==> src/rtl/w_port_arbiter.sv <==
// Round-robin burst arbiter sharing one FIFO write port among NUM_REQ requesters.
// Optional statistics counters are enabled by defining W_PORT_ARBITER_STATS_EN.
module w_port_arbiter #(
    parameter int NUM_REQ    = 4,
    parameter int DATA_WIDTH = 8,
    parameter int MAX_BURST  = 4
) (
    input  logic                          w_clk,
    input  logic                          w_rst_n,
    input  logic [NUM_REQ-1:0]            req_valid,
    input  logic [NUM_REQ*DATA_WIDTH-1:0] req_data,
    output logic [NUM_REQ-1:0]            req_ready,
    input  logic                          w_full,
    output logic                          w_inc,
    output logic [DATA_WIDTH-1:0]         w_data,
    output logic [$clog2(NUM_REQ)-1:0]    grant_id,
    output logic                          busy,
    output logic [15:0]                   stat_beats,
    output logic [15:0]                   stat_stalls
);

    localparam int IDW = $clog2(NUM_REQ);
    localparam int CW  = $clog2(MAX_BURST + 1);

    typedef enum logic {
        ST_IDLE  = 1'b0,
        ST_BURST = 1'b1
    } state_t;

    state_t           r_state;
    state_t           w_state_nxt;
    logic [IDW-1:0]   r_rr_ptr;
    logic [IDW-1:0]   w_rr_nxt;
    logic [IDW-1:0]   r_grant_id;
    logic [IDW-1:0]   w_gid_nxt;
    logic [IDW-1:0]   w_gid_inc;
    logic [IDW-1:0]   w_sel;
    logic [CW-1:0]    r_burst_cnt;
    logic [CW-1:0]    w_cnt_nxt;
    logic             w_any_req;
    logic             w_owner_valid;
    logic             w_xfer;
    logic             w_last;
    logic             w_end;

    assign w_any_req = |req_valid;

    // Round-robin pick: first requesting index at or after rr_ptr, wrapping at NUM_REQ.
    always_comb begin
        logic [IDW:0] v_idx;
        logic         v_found;
        w_sel   = r_rr_ptr;
        v_found = 1'b0;
        v_idx   = {(IDW+1){1'b0}};
        for (int k = 0; k < NUM_REQ; k++) begin
            v_idx = {1'b0, r_rr_ptr} + (IDW+1)'(k);
            if (v_idx >= (IDW+1)'(NUM_REQ)) begin
                v_idx = v_idx - (IDW+1)'(NUM_REQ);
            end else begin
                v_idx = v_idx;
            end
            if (!v_found && req_valid[v_idx[IDW-1:0]]) begin
                w_sel   = v_idx[IDW-1:0];
                v_found = 1'b1;
            end else begin
                v_found = v_found;
            end
        end
    end

    // Beat qualification; reset is folded in so a beat presented during reset never counts.
    always_comb begin
        w_owner_valid = req_valid[r_grant_id];
        w_xfer        = w_rst_n && (r_state == ST_BURST) && w_owner_valid && !w_full;
        w_last        = (r_burst_cnt == CW'(MAX_BURST - 1));
        w_end         = (r_state == ST_BURST) && (!w_owner_valid || (w_xfer && w_last));
        if (r_grant_id == IDW'(NUM_REQ - 1)) begin
            w_gid_inc = {IDW{1'b0}};
        end else begin
            w_gid_inc = r_grant_id + IDW'(1);
        end
    end

    // Next-state logic for the IDLE/BURST controller.
    always_comb begin
        w_state_nxt = r_state;
        w_rr_nxt    = r_rr_ptr;
        w_gid_nxt   = r_grant_id;
        w_cnt_nxt   = r_burst_cnt;
        case (r_state)
            ST_IDLE: begin
                if (w_any_req) begin
                    w_state_nxt = ST_BURST;
                    w_gid_nxt   = w_sel;
                    w_cnt_nxt   = {CW{1'b0}};
                end else begin
                    w_state_nxt = ST_IDLE;
                end
            end
            ST_BURST: begin
                if (w_end) begin
                    // grant_id is kept so the last owner stays observable while idle
                    w_state_nxt = ST_IDLE;
                    w_rr_nxt    = w_gid_inc;
                end else if (w_xfer) begin
                    w_cnt_nxt = r_burst_cnt + CW'(1);
                end else begin
                    w_cnt_nxt = r_burst_cnt;
                end
            end
            default: begin
                w_state_nxt = ST_IDLE;
            end
        endcase
    end

    // Controller state registers.
    always_ff @(posedge w_clk or negedge w_rst_n) begin
        if (!w_rst_n) begin
            r_state     <= ST_IDLE;
            r_rr_ptr    <= {IDW{1'b0}};
            r_grant_id  <= {IDW{1'b0}};
            r_burst_cnt <= {CW{1'b0}};
        end else begin
            r_state     <= w_state_nxt;
            r_rr_ptr    <= w_rr_nxt;
            r_grant_id  <= w_gid_nxt;
            r_burst_cnt <= w_cnt_nxt;
        end
    end

    // Write-port outputs: only the owner's slice and ready bit, only on a real beat.
    always_comb begin
        w_inc     = w_xfer;
        req_ready = {NUM_REQ{1'b0}};
        w_data    = {DATA_WIDTH{1'b0}};
        for (int i = 0; i < NUM_REQ; i++) begin
            if (w_xfer && (r_grant_id == IDW'(i))) begin
                req_ready[i] = 1'b1;
                w_data       = req_data[i*DATA_WIDTH +: DATA_WIDTH];
            end else begin
                req_ready[i] = req_ready[i];
            end
        end
    end

    assign busy     = (r_state == ST_BURST);
    assign grant_id = r_grant_id;

`ifdef W_PORT_ARBITER_STATS_EN
    logic        w_stall;
    logic [15:0] r_stat_beats;
    logic [15:0] r_stat_stalls;

    assign w_stall = (r_state == ST_BURST) && w_owner_valid && w_full;

    // Saturating beat and stall counters.
    always_ff @(posedge w_clk or negedge w_rst_n) begin
        if (!w_rst_n) begin
            r_stat_beats  <= 16'h0000;
            r_stat_stalls <= 16'h0000;
        end else begin
            if (w_xfer && (r_stat_beats != 16'hFFFF)) begin
                r_stat_beats <= r_stat_beats + 16'h0001;
            end else begin
                r_stat_beats <= r_stat_beats;
            end
            if (w_stall && (r_stat_stalls != 16'hFFFF)) begin
                r_stat_stalls <= r_stat_stalls + 16'h0001;
            end else begin
                r_stat_stalls <= r_stat_stalls;
            end
        end
    end

    assign stat_beats  = r_stat_beats;
    assign stat_stalls = r_stat_stalls;
`else
    assign stat_beats  = 16'h0000;
    assign stat_stalls = 16'h0000;
`endif

endmodule

==> config.mk <==
export PLATFORM = sky130hd
export DESIGN_NAME = w_port_arbiter
export DESIGN_NICKNAME = d
export VERILOG_FILES = /design/src/rtl/w_port_arbiter.sv
export SDC_FILE = /design/constraint.sdc
export NUM_CORES = 1
export LEC_CHECK = 0
export CAP_MARGIN = 30
export CORE_MARGIN = 1.5
export CORE_UTILIZATION = 28
export CTS_CLUSTER_DIAMETER = 120
export CTS_CLUSTER_SIZE = 40
export DETAILED_ROUTE_END_ITERATION = 10
export PLACE_DENSITY = 0.77
export REMOVE_ABC_BUFFERS = 1
export SETUP_SLACK_MARGIN = 0.3
export SKIP_CTS_REPAIR_TIMING = 1
export SLEW_MARGIN = 40
export SYNTH_ARGS = -nofsm -noshare
export SYNTH_HDL_FRONTEND = slang
export SYNTH_SLANG_ARGS = --single-unit
==> constraint.sdc <==
create_clock -name w_clk -period 1.7 [get_ports w_clk]
set_input_delay 0.34 -clock w_clk [delete_from_list [all_inputs] [get_ports w_clk]]
set_output_delay 0.34 -clock w_clk [all_outputs]
set_load 0.005 [all_outputs]
; ---- After elaboration in Yosys (flattened, before gate mapping)
; Index checks and enable logic that the tools add are counted.
; W data, S select, Z words.
[word_totals]
output_inout_bits = 48
elab_cells = 90
input_bits = 39
ff_bits = 8
[classes]
n_reduce_logical = 23
bitwise_logic = 1
n_lt_le_gt_ge = 9
mux = 37
eq_ne = 7
n_addsub = 9
[op_table]
columns = cell, count
row1 = $mux W8, 4
row2 = $mux W2, 9
row3 = $lt A2 B3 Y1 const B, 5
row4 = $mux W1, 14
row5 = $logic_and A1 B1 Y1, 12
row6 = $bmux W1 S2, 5
row7 = $ge A3 B3 Y1 const B, 3
row8 = $mux W3, 3
row9 = $sub A2 B1 Y2 const B, 4
row10 = $add A2 B2 Y3 const B, 2
row11 = $pmux W3 S2, 1
row12 = $logic_not A1 Y1, 5
row13 = $eq A2 B2 Y1 const B, 2
row14 = $ne A2 B2 Y1 const B, 2
row15 = $reduce_and A2 Y1, 2
row16 = $reduce_or A4 Y1, 1
row17 = $add A2 B1 Y3 const B, 1
row18 = $add A3 B1 Y3 const B, 1
row19 = $eq A3 B2 Y1 const B, 1
row20 = $ge A2 B3 Y1 const B, 1
row21 = $reduce_and A3 Y1, 1
row22 = $add A2 B1 Y2 const B, 1
row23 = $eq A2 B1 Y1 const B, 1
row24 = $logic_not A2 Y1, 1
row25 = 4 further kinds, 4

; ---- Logic depth before layout (Yosys ltp)
; Gate-level depths: netlist of the first run.
[logic_depth]
word_depth = 14
depth_mapped = 7

; ---- Worst setup path after synthesis of the first run
; Ideal clock, no wire load.
[synth_path]
path_kind = register to output
startpoint = register r_grant_id[0] (netlist: grant_id[0])
endpoint = output port w_data[6]
path_buffers = 2
path_stages_with_launch = 8
arrival_time_ns = 1.621
path_slack_ns = -0.261
required_time_ns = 1.360
cell_sequence = dfrtp_1 inv_1 ha_1 buf_2 clkbuf_1 a21oi_1 a221o_1 a21oi_1
[synth_via]
elab_chain_len = 9
elab_cells_between_ends = 16
[synth_rtl]
columns = element, line
row1 = start: declaration, 34  ; logic [IDW-1:0] r_grant_id;
row2 = start signal: assignment, 122  ; r_grant_id <= {IDW{1'b0}};
row3 = start signal: assignment, 127  ; r_grant_id <= w_gid_nxt;
row4 = $bmux W1 S2, 73  ; w_owner_valid = req_valid[r_grant_id];
row5 = $mux W1 (implied by the code), 73
row6 = $logic_and A1 B1 Y1 (2 in a row), 74  ; w_xfer = w_rst_n && (r_state == ST_BURST) && w_owner_valid && !w_full;
row7 = $logic_and A1 B1 Y1, 138  ; if (w_xfer && (r_grant_id == IDW'(i))) begin
row8 = $mux W8 (3 in a row), 138
row9 = $mux W8 (*), 138
row10 = end: declaration, 15  ; output logic [DATA_WIDTH-1:0] w_data,
; Mark *: on every way between the ends. The rest lies on a longest branch, timed or not. The select of a mux whose other input is x is not followed.

; ---- Worst setup path in the final report of the first run
[layout_path]
startpoint = register r_grant_id[0] (netlist: grant_id[0])
endpoint = output port req_ready[1]
[layout_via]
elab_chain_len = 6
elab_cells_between_ends = 7
[layout_rtl]
columns = element, line
row1 = $bmux W1 S2, 73
row2 = $mux W1 (implied by the code), 73
row3 = $logic_and A1 B1 Y1 (2 in a row), 74
row4 = $logic_and A1 B1 Y1 (*), 138
row5 = $mux W1 (*), 138
row6 = end: declaration, 12  ; output logic [NUM_REQ-1:0] req_ready,
; Marked as above.

==> results of run 1 <==
==> logic make-up after synthesis <==
group / after synthesis
AO/OA/AOI/OAI: 38
buffers and inverters: 53
multiplexers: 5
flip-flops: 8
AND/OR/NAND/NOR: 39
other: 1
adder cells (fa/ha/maj): 6
==> final timing paths <==
| path | end | from | cells after the start |
|---|---|---|---|
| max in group asynchronous | r_rr_ptr[0]$_DFFE_PN0P_ | w_rst_n | 2 |
| worst min-delay path | busy$_DFF_PN0_ | w_rst_n | 2 |
| worst max-delay path | req_ready[1] | grant_id[0]$_DFFE_PN0P_ | 6 |
| worst max register to register | r_rr_ptr[1]$_DFFE_PN0P_ | grant_id[0]$_DFFE_PN0P_ | 7 |
| min in group w_clk | r_burst_cnt[0]$_DFFE_PN0P_ | r_burst_cnt[0]$_DFFE_PN0P_ | 1 |
| worst min register to register | r_burst_cnt[0]$_DFFE_PN0P_ | r_burst_cnt[0]$_DFFE_PN0P_ | 1 |
==> per-stage QoR <==
step                      cell area (um^2)  setup slack [ns]  hold slack (ns)  total power, mW  setup TNS [ns]
final                                 2020            -0.449            0.422             2.45           -5.94
after global routing                  2020            -0.498            0.434             2.64           -6.92
after CTS                             1830            -0.940            0.427             2.06          -11.45
after detailed placement              1790            -0.700            0.488             1.80          -10.11
after global placement                1790            -0.681            0.468             1.78           -9.59
after floorplan                        990            -0.127           0.0444             1.08           -1.02
==> cells in the mapped netlist <==
cell type	number	share of area
a221o_1	8	0.070
nor4_1	1	0.0055
buf_1	1	0.0033
nor2b_1	3	0.016
a21boi_0	1	0.0066
and3_1	4	0.022
o21a_1	1	0.0066
mux2i_1	2	0.017
a21oi_1	17	0.074
o31ai_1	1	0.0066
buf_2	2	0.0087
o22ai_1	1	0.0055
buf_4	32	0.21
nand2b_1	1	0.0055
a2111oi_0	1	0.0076
dfrtp_1	8	0.17
ha_1	6	0.066
o21ai_0	5	0.022
or2_2	1	0.0055
inv_1	13	0.043
mux4_2	1	0.020
mux2_1	2	0.020
a31o_1	1	0.0076
conb_1	1	0.0033
nor3b_1	1	0.0066
a21boi_2	1	0.0098
a41o_1	1	0.0087
clkbuf_1	5	0.016
nand3b_1	8	0.052
nand4b_1	1	0.0076
and4_1	1	0.0076
and3b_1	1	0.0076
nand3_1	2	0.0087
nand2_1	11	0.036
nor2_1	4	0.013
==> area by class of cell <==
cell class                      instances  area share
Sequential cell                         8      0.0991
Inverter                               13      0.0242
Multi-Input combinational cell        120       0.429
Timing Repair Buffer                   80       0.396
Tap cell                               50      0.0310
Clock buffer                            3      0.0204
==> routing by layer <==
| metal | wire, um | share of wire | global-route usage | vias up |
|---|---|---|---|---|
| li1 | - | - | - | 608 |
| met1 | 1380 | 0.38 | 0.154 | 594 |
| met2 | 1880 | 0.52 | 0.273 | 70 |
| met3 | 318 | 0.087 | 0.0270 | 7 |
| met4 | 69 | 0.019 | 0.0536 | 0 |
| met5 | 0 | 0 | 0 | - |
==> registers in the layout, summed over array words and instances, names as in the netlist <==
signal	flops
r_burst_cnt	3
grant_id	2
r_rr_ptr	2
busy	1
==> where the power goes <==
group	leakage [nW]	internal [mW]	switching, mW
sequential	0.101	0.264	0.0775
clock	0.0216	0.155	0.0883
combinational	0.890	1.06	0.806
==> flow_metrics.py, run 1 <==
metrics = {
    "power_and_ir_drop": {
        "power_density_nw_per_um2": 1220,
        "ir_worst_vdd_mv": 0.533,
        "p_leak_nw": 1.01,
    },
    "synth": {
        "synth_simple_gate_area_frac": 0.194,
        "synth_compound_area_frac": 0.225,
        "synth_sequential_area_ratio": 0.175,
        "synth-adder-area-share": 0.0655,
        "muxShareOfSynthArea": 0.0568,
        "yosysWarnings": 0,
        "synthesis.area_um2": 1150,
        "syn_avg_cell_area_um2": 7.64,
        "synth_xor_area_frac": 0,
        "ys_ff_latch": 8,
        "synthCells": 150,
        "yosysUniqueCellTypes": 35,
        "synth_top_family_by_area": "buffers and inverters",
    },
    "timing": {
        "hold_violations": 0,
        "rsz0062_at_grt": "yes",
        "maxSlewViolCount": 0,
        "fmax_mhz": 465,
        "setup_viol": 18,
        "period_share": 1.26,
        "setup_slack_ns": -0.449,
        "finClkSkew_ns": 0.00146,
        "period_minus_slack_ns": 2.15,
    },
    "global_routing": {
        "grt-ovfl-total": 0,
        "antenna_found_initial": 0,
        "grt_max_degree": 18,
        "grt_pass1_vias": 1076,
        "grt_pass1_wl_um": 4810,
        "grt.total_usage": 0.143,
    },
    "setup_path": {
        "crit_required_ns": 1.36,
        "path_class": "register to output pin",
        "path_max_fanout": 8,
        "slowest_stage": "mux4_2",
        "crit_chain": "buf_6 -> mux4_2 -> buf_6 -> buf_8 -> and3_1 -> clkbuf_2",
        "start_kind": "register",
        "cpMostUsedCell": "buf_6",
        "cp.arrival_ns": 1.81,
        "cp_slowest_stage_delay_ns": 0.52,
        "cp_top_family": "multiplexers",
        "path_buf_inv": 4,
        "r2r_slack_ns": -0.35,
        "crit_path_end_kind": "output pin",
    },
    "final_layout": {
        "area_delta_synth_final_pct": 76.2,
        "fin_cells": 274,
        "final_core_utilization": 0.509,
        "nets": 271,
        "seqCellArea_um2": 200,
        "layout_commonest_cell": "clkdlybuf4s50_1",
        "multiInputGateArea_um2": 867,
        "layout_common_cells": "clkdlybuf4s50_1 (35), conb_1 (32), buf_4 (15)",
        "nFillCells": 384,
        "drive_above_1_share": 0.290,
        "antennaDiodeCount": 0,
    },
    "floorplanning": {
        "ios": 87,
        "dieArea_um2": 4490,
        "rows": 23,
        "die_y_um": 67.0,
        "core-area_um2": 3970,
        "die_width_um": 67.0,
        "initial_core_util": 0.289,
    },
    "placed_design": {
        "gp_congestion": 0.807,
        "port_buffers": 54,
        "dp_hpwl_um": 2640,
        "dp.cells": 264,
    },
    "drt": {
        "detail-route-antenna-nets": 0,
        "avgViaCountPerCell": 4.67,
        "routed-via-count": 1279,
        "routedWlPerCell_um": 13.3,
        "dr.pass1.iters": 4,
        "drcViolationCount": 0,
        "drt_iter0_markers": 53,
        "wl_um": 3650,
    },
    "clocking": {
        "clock_latency_ns": 0.24,
        "cts_sinks": 8,
        "clkTransAtPathRegs_ns": 0.04,
        "cts_buffers": 3,
        "h-tree-depth": 1,
        "cts_max_path_buffers": 2,
        "cts_root_buffer": "clkbuf_8",
        "tritoncts": "done",
    },
    "run_status": {
        "status": "finished, violations left",
        "violations": "setup timing",
    },
    "flow_run": {
        "max-cap-violations": 0,
    },
    "worst_hold_path": {
        "hp-class": "primary input to async pin",
    },
}
No activity file was read; power rests on OpenSTA's default activity.
==> run 2, diff against run 1 <==
--- a/config.mk
+++ b/config.mk
@@ -15,7 +15,9 @@
 export REMOVE_ABC_BUFFERS = 1
 export SETUP_SLACK_MARGIN = 0.3
 export SKIP_CTS_REPAIR_TIMING = 1
+export SKIP_LAST_GASP = 1
 export SLEW_MARGIN = 40
 export SYNTH_ARGS = -nofsm -noshare
 export SYNTH_HDL_FRONTEND = slang
 export SYNTH_SLANG_ARGS = --single-unit
+export TNS_END_PERCENT = 100
==> flow_metrics.py, run 2 (synthesis gave the netlist of run 1 again) <==
metrics = {
    "setup_path": {
        "ff2ff_path_depth": 7,
        "crit_chain": "buf_6 -> mux4_2 -> buf_6 -> buf_8 -> and3_1 -> clkbuf_2",
        "cp.arrival_ns": 1.81,
        "r2r_slack_ns": -0.36,
        "cp_slowest_stage_delay_ns": 0.52,
        "start_kind": "register",
        "crit_required_ns": 1.36,
        "path_class": "register to output pin",
        "path_max_fanout": 8,
        "slowest_stage": "mux4_2",
        "r2r_end": "r_rr_ptr[1]$_DFFE_PN0P_",
        "rr_startpoint": "grant_id[0]$_DFFE_PN0P_",
        "crit_path_end_kind": "output pin",
        "cpMostUsedCell": "buf_6",
    },
    "run_status": {
        "violations": "setup timing",
        "status": "finished, violations left",
    },
    "global_routing": {
        "grt.total_usage": 0.143,
        "grt_pass1_vias": 1076,
        "antenna_found_initial": 0,
        "grt_max_degree": 18,
        "grt-ovfl-total": 0,
        "grt_pass1_wl_um": 4810,
    },
    "timing": {
        "fmax_mhz": 465,
        "hold_violations": 0,
        "rsz0062_at_grt": "yes",
        "maxSlewViolCount": 0,
        "finClkSkew_ns": 0.000867,
        "period_share": 1.26,
        "setup_tns_ns": -6.01,
        "setup_slack_ns": -0.449,
        "setup_viol": 18,
        "period_minus_slack_ns": 2.15,
    },
    "floorplanning": {
        "die_width_um": 67.0,
        "core-area_um2": 3970,
        "rows": 23,
        "ios": 87,
        "die_y_um": 67.0,
        "dieArea_um2": 4490,
        "initial_core_util": 0.289,
    },
    "flow_run": {
        "max-cap-violations": 0,
    },
    "clocking": {
        "cts_max_path_buffers": 2,
        "cts_root_buffer": "clkbuf_8",
        "cts_sinks": 8,
        "cts_buffers": 3,
        "tritoncts": "done",
        "clock_latency_ns": 0.24,
        "h-tree-depth": 1,
        "clkTransAtPathRegs_ns": 0.05,
    },
    "drt": {
        "avgViaCountPerCell": 4.66,
        "drt_iter0_markers": 51,
        "detail-route-antenna-nets": 0,
        "dr.pass1.iters": 4,
        "routed-via-count": 1278,
        "drcViolationCount": 0,
        "routedWlPerCell_um": 13.4,
        "wl_um": 3670,
    },
    "power_and_ir_drop": {
        "p_leak_nw": 1.06,
        "p_int_mw": 1.49,
        "p_sw_frac": 0.395,
        "pwr-share-comb": 0.761,
        "pwr-share-seq": 0.139,
        "ir_worst_vdd_mv": 0.532,
        "netSwitchingPower_uw": 974,
        "p_clk_frac": 0.100,
        "power_density_nw_per_um2": 1210,
    },
    "final_layout": {
        "final_core_utilization": 0.514,
        "antennaDiodeCount": 0,
        "largest_reg_flops": 3,
        "layout_common_cells": "clkdlybuf4s50_1 (35), conb_1 (32), buf_4 (15)",
        "fin_area_um2": 2040,
        "nets": 271,
        "area_delta_synth_final_pct": 78.2,
        "drive_above_1_share": 0.272,
        "layout_commonest_cell": "clkdlybuf4s50_1",
        "largest-register": "r_burst_cnt",
    },
    "worst_hold_path": {
        "hp-class": "primary input to async pin",
    },
    "placed_design": {
        "post_dp_cell_area_um2": 1790,
        "dp_hpwl_um": 2640,
        "port_buffers": 54,
        "gp_congestion": 0.807,
        "place_ws_ns": -0.700,
    },
}
==> run 2: power by group through the flow <==
stage	registers (mW)	logic, mW	clock network (mW)
5_1_grt	0.346	2.05	0.254
3_3_place_gp	0.324	1.45	0
2_1_floorplan	0.358	0.721	0
4_1_cts	0.328	1.48	0.247
3_5_place_dp	0.330	1.47	0
6_report	0.342	1.88	0.246
==> run 2: through the flow <==
step	std cells	total power [mW]	hold slack, ns
floorplan	141	1.08	0.0444
global placement	264	1.78	0.468
detailed placement	264	1.80	0.488
CTS	267	2.06	0.427
global route	274	2.65	0.434
finish	274	2.46	0.421
==> run 2: area by class of cell <==
cell class              count  area [um^2]
clock buffers               3         41.3
fillers                   380         1930
inverters                  13         48.8
multi-input cells         120          867
flip-flops and latches      8          200
well taps                  50         62.6
repair buffers             80          822
==> run 2: worst max-delay path, delay by kind of cell, from the launching register on <==
family / cells / cell delay, ns
mux: 1 / 0.52
flops: 1 / 0.38
buf+inv: 4 / 0.50
simple gates: 1 / 0.17
==> run 2: per-layer routing <==
metal  vias up  part of all wire  track usage
met5         -                 0            0
li1        608                 -            -
met4         0             0.019       0.0536
met3         7             0.086       0.0270
met2        68              0.52        0.273
met1       595              0.38        0.154
==> run 2: how the worst max path moves through the flow <==
stage	slack, ns	cells past startpoint	start	to
after floorplan	-0.13	5	grant_id[0]$_DFFE_PN0P_	w_data[0]
after global placement	-0.68	5	req_valid[3]	req_ready[2]
after detailed placement	-0.70	5	req_valid[3]	req_ready[2]
after CTS	-0.94	6	grant_id[1]$_DFFE_PN0P_	w_data[1]
after global routing	-0.50	7	grant_id[0]$_DFFE_PN0P_	w_data[4]
final	-0.45	6	grant_id[0]$_DFFE_PN0P_	req_ready[1]
==> run 3, diff against run 2 <==
--- a/config.mk
+++ b/config.mk
@@ -6,12 +6,14 @@
 export NUM_CORES = 1
 export LEC_CHECK = 0
 export CAP_MARGIN = 30
+export CELL_PAD_IN_SITES_DETAIL_PLACEMENT = 0
+export CELL_PAD_IN_SITES_GLOBAL_PLACEMENT = 2
 export CORE_MARGIN = 1.5
-export CORE_UTILIZATION = 28
+export CORE_UTILIZATION = 15
 export CTS_CLUSTER_DIAMETER = 120
 export CTS_CLUSTER_SIZE = 40
 export DETAILED_ROUTE_END_ITERATION = 10
-export PLACE_DENSITY = 0.77
+export PLACE_DENSITY = 0.83
 export REMOVE_ABC_BUFFERS = 1
 export SETUP_SLACK_MARGIN = 0.3
 export SKIP_CTS_REPAIR_TIMING = 1
==> flow_metrics.py, run 3 (synthesis gave the netlist of run 1 again) <==
metrics = {
    "clocking": {
        "tritoncts": "done",
        "cts_max_path_buffers": 2,
        "clock_latency_ns": 0.22,
        "h-tree-depth": 1,
        "cts_buffers": 3,
        "clkTransAtPathRegs_ns": 0.04,
        "cts_root_buffer": "clkbuf_8",
        "cts_sinks": 8,
    },
    "floorplanning": {
        "rows": 31,
        "dieArea_um2": 8170,
        "die_width_um": 90.4,
        "die_y_um": 90.4,
        "core-area_um2": 7330,
        "ios": 87,
        "initial_core_util": 0.156,
    },
    "placed_design": {
        "dp.cells": 323,
        "dp_hpwl_um": 2840,
        "post_dp_cell_area_um2": 1880,
        "gp_congestion": 0.852,
        "place_ws_ns": -0.780,
        "port_buffers": 54,
    },
    "global_routing": {
        "grt_pass1_wl_um": 5420,
        "grt.total_usage": 0.0806,
        "grt_pass1_vias": 1159,
        "grt_max_degree": 12,
        "grt-ovfl-total": 0,
        "antenna_found_initial": 0,
    },
    "final_layout": {
        "layout_common_cells": "clkdlybuf4s50_1 (34), conb_1 (32), buf_4 (30)",
        "layout_commonest_cell": "clkdlybuf4s50_1",
        "seqCellArea_um2": 201,
        "largest-register": "r_burst_cnt",
        "antennaDiodeCount": 0,
        "area_delta_synth_final_pct": 97.2,
        "fin_area_um2": 2260,
        "nFillCells": 764,
        "largest_reg_flops": 3,
        "fin_cells": 344,
        "drive_above_1_share": 0.355,
        "multiInputGateArea_um2": 873,
        "nets": 292,
    },
    "run_status": {
        "status": "finished, violations left",
        "violations": "setup timing",
    },
    "power_and_ir_drop": {
        "power_mw": 2.84,
        "p_clk_frac": 0.078,
        "power_density_nw_per_um2": 1260,
        "pwr-share-seq": 0.122,
        "ir_worst_vdd_mv": 0.447,
        "netSwitchingPower_mw": 1.03,
        "pwr-share-comb": 0.800,
        "p_sw_frac": 0.363,
        "p_int_mw": 1.81,
        "p_leak_nw": 1.12,
    },
    "drt": {
        "wl_um": 3690,
        "drcViolationCount": 0,
        "detail-route-antenna-nets": 0,
        "dr.pass1.iters": 2,
        "avgViaCountPerCell": 3.74,
        "drt_iter0_markers": 40,
        "routed-via-count": 1288,
        "routedWlPerCell_um": 10.7,
    },
    "timing": {
        "whs_ns": 0.460,
        "maxSlewViolCount": 0,
        "finClkSkew_ns": 0.00276,
        "setup_viol": 16,
        "period_share": 1.28,
        "setup_slack_ns": -0.476,
        "hold_violations": 0,
        "worst_pin_slew_ns": 0.486,
        "maxSlewHeadroom": 0.668,
        "rsz0062_at_grt": "yes",
        "period_minus_slack_ns": 2.18,
        "fmax_mhz": 460,
    },
    "setup_path": {
        "r2r_slack_ns": -0.40,
        "path_max_fanout": 5,
        "start_kind": "register",
        "cp.arrival_ns": 1.84,
        "path_class": "register to output pin",
        "crit_path_end_kind": "output pin",
        "crit_required_ns": 1.36,
    },
    "flow_run": {
        "max-cap-violations": 0,
    },
    "worst_hold_path": {
        "hp-class": "primary input to async pin",
    },
}
[run 3: final timing paths]
path / start / to / depth (start not counted)
setup / recovery: grant_id[0]$_DFFE_PN0P_ / req_ready[3] / 7
hold / removal: w_rst_n / busy$_DFF_PN0_ / 2
setup reg to reg: grant_id[0]$_DFFE_PN0P_ / r_rr_ptr[0]$_DFFE_PN0P_ / 8
hold reg to reg: r_burst_cnt[0]$_DFFE_PN0P_ / r_burst_cnt[0]$_DFFE_PN0P_ / 1
max in group asynchronous: w_rst_n / grant_id[0]$_DFFE_PN0P_ / 2
min in group w_clk: r_burst_cnt[0]$_DFFE_PN0P_ / r_burst_cnt[0]$_DFFE_PN0P_ / 1
[run 3: per-layer routing]
layer	share of wire	global-route usage
met4	0	0.0172
met3	0.047	0.0185
met5	0	0
met1	0.43	0.0968
met2	0.53	0.145
[run 3: layout make-up]
| class | instances | share of cell area |
|---|---|---|
| Sequential cell | 8 | 0.0891 |
| Inverter | 13 | 0.0227 |
| Tap cell | 99 | 0.0548 |
| Multi-Input combinational cell | 120 | 0.386 |
| Clock buffer | 3 | 0.0183 |
| Timing Repair Buffer | 101 | 0.429 |
[run 3: critical path: stages, from the launching register on]
cell and delay [ns]:
dfrtp_2 0.36, buf_6 0.12, mux4_2 0.52, buf_6 0.14, buf_6 0.12, buf_6 0.11
and3_4 0.14, buf_6 0.11
[run 3: power groups by stage]
stage               registers (mW)  logic, mW  clock network [mW]
global route                 0.356       2.48               0.244
detailed placement           0.335       1.57                   0
CTS                          0.333       1.58               0.229
global placement             0.332       1.58                   0
finish                       0.346       2.27               0.222
floorplan                    0.358      0.721                   0
[run 3: through the flow]
stage | TNS [ns] | util
floorplan | -1.02 | -
global placement | -10.94 | 0.257
detailed placement | -11.19 | 0.257
CTS | -11.69 | 0.263
global route | -7.82 | 0.308
finish | -6.48 | 0.308
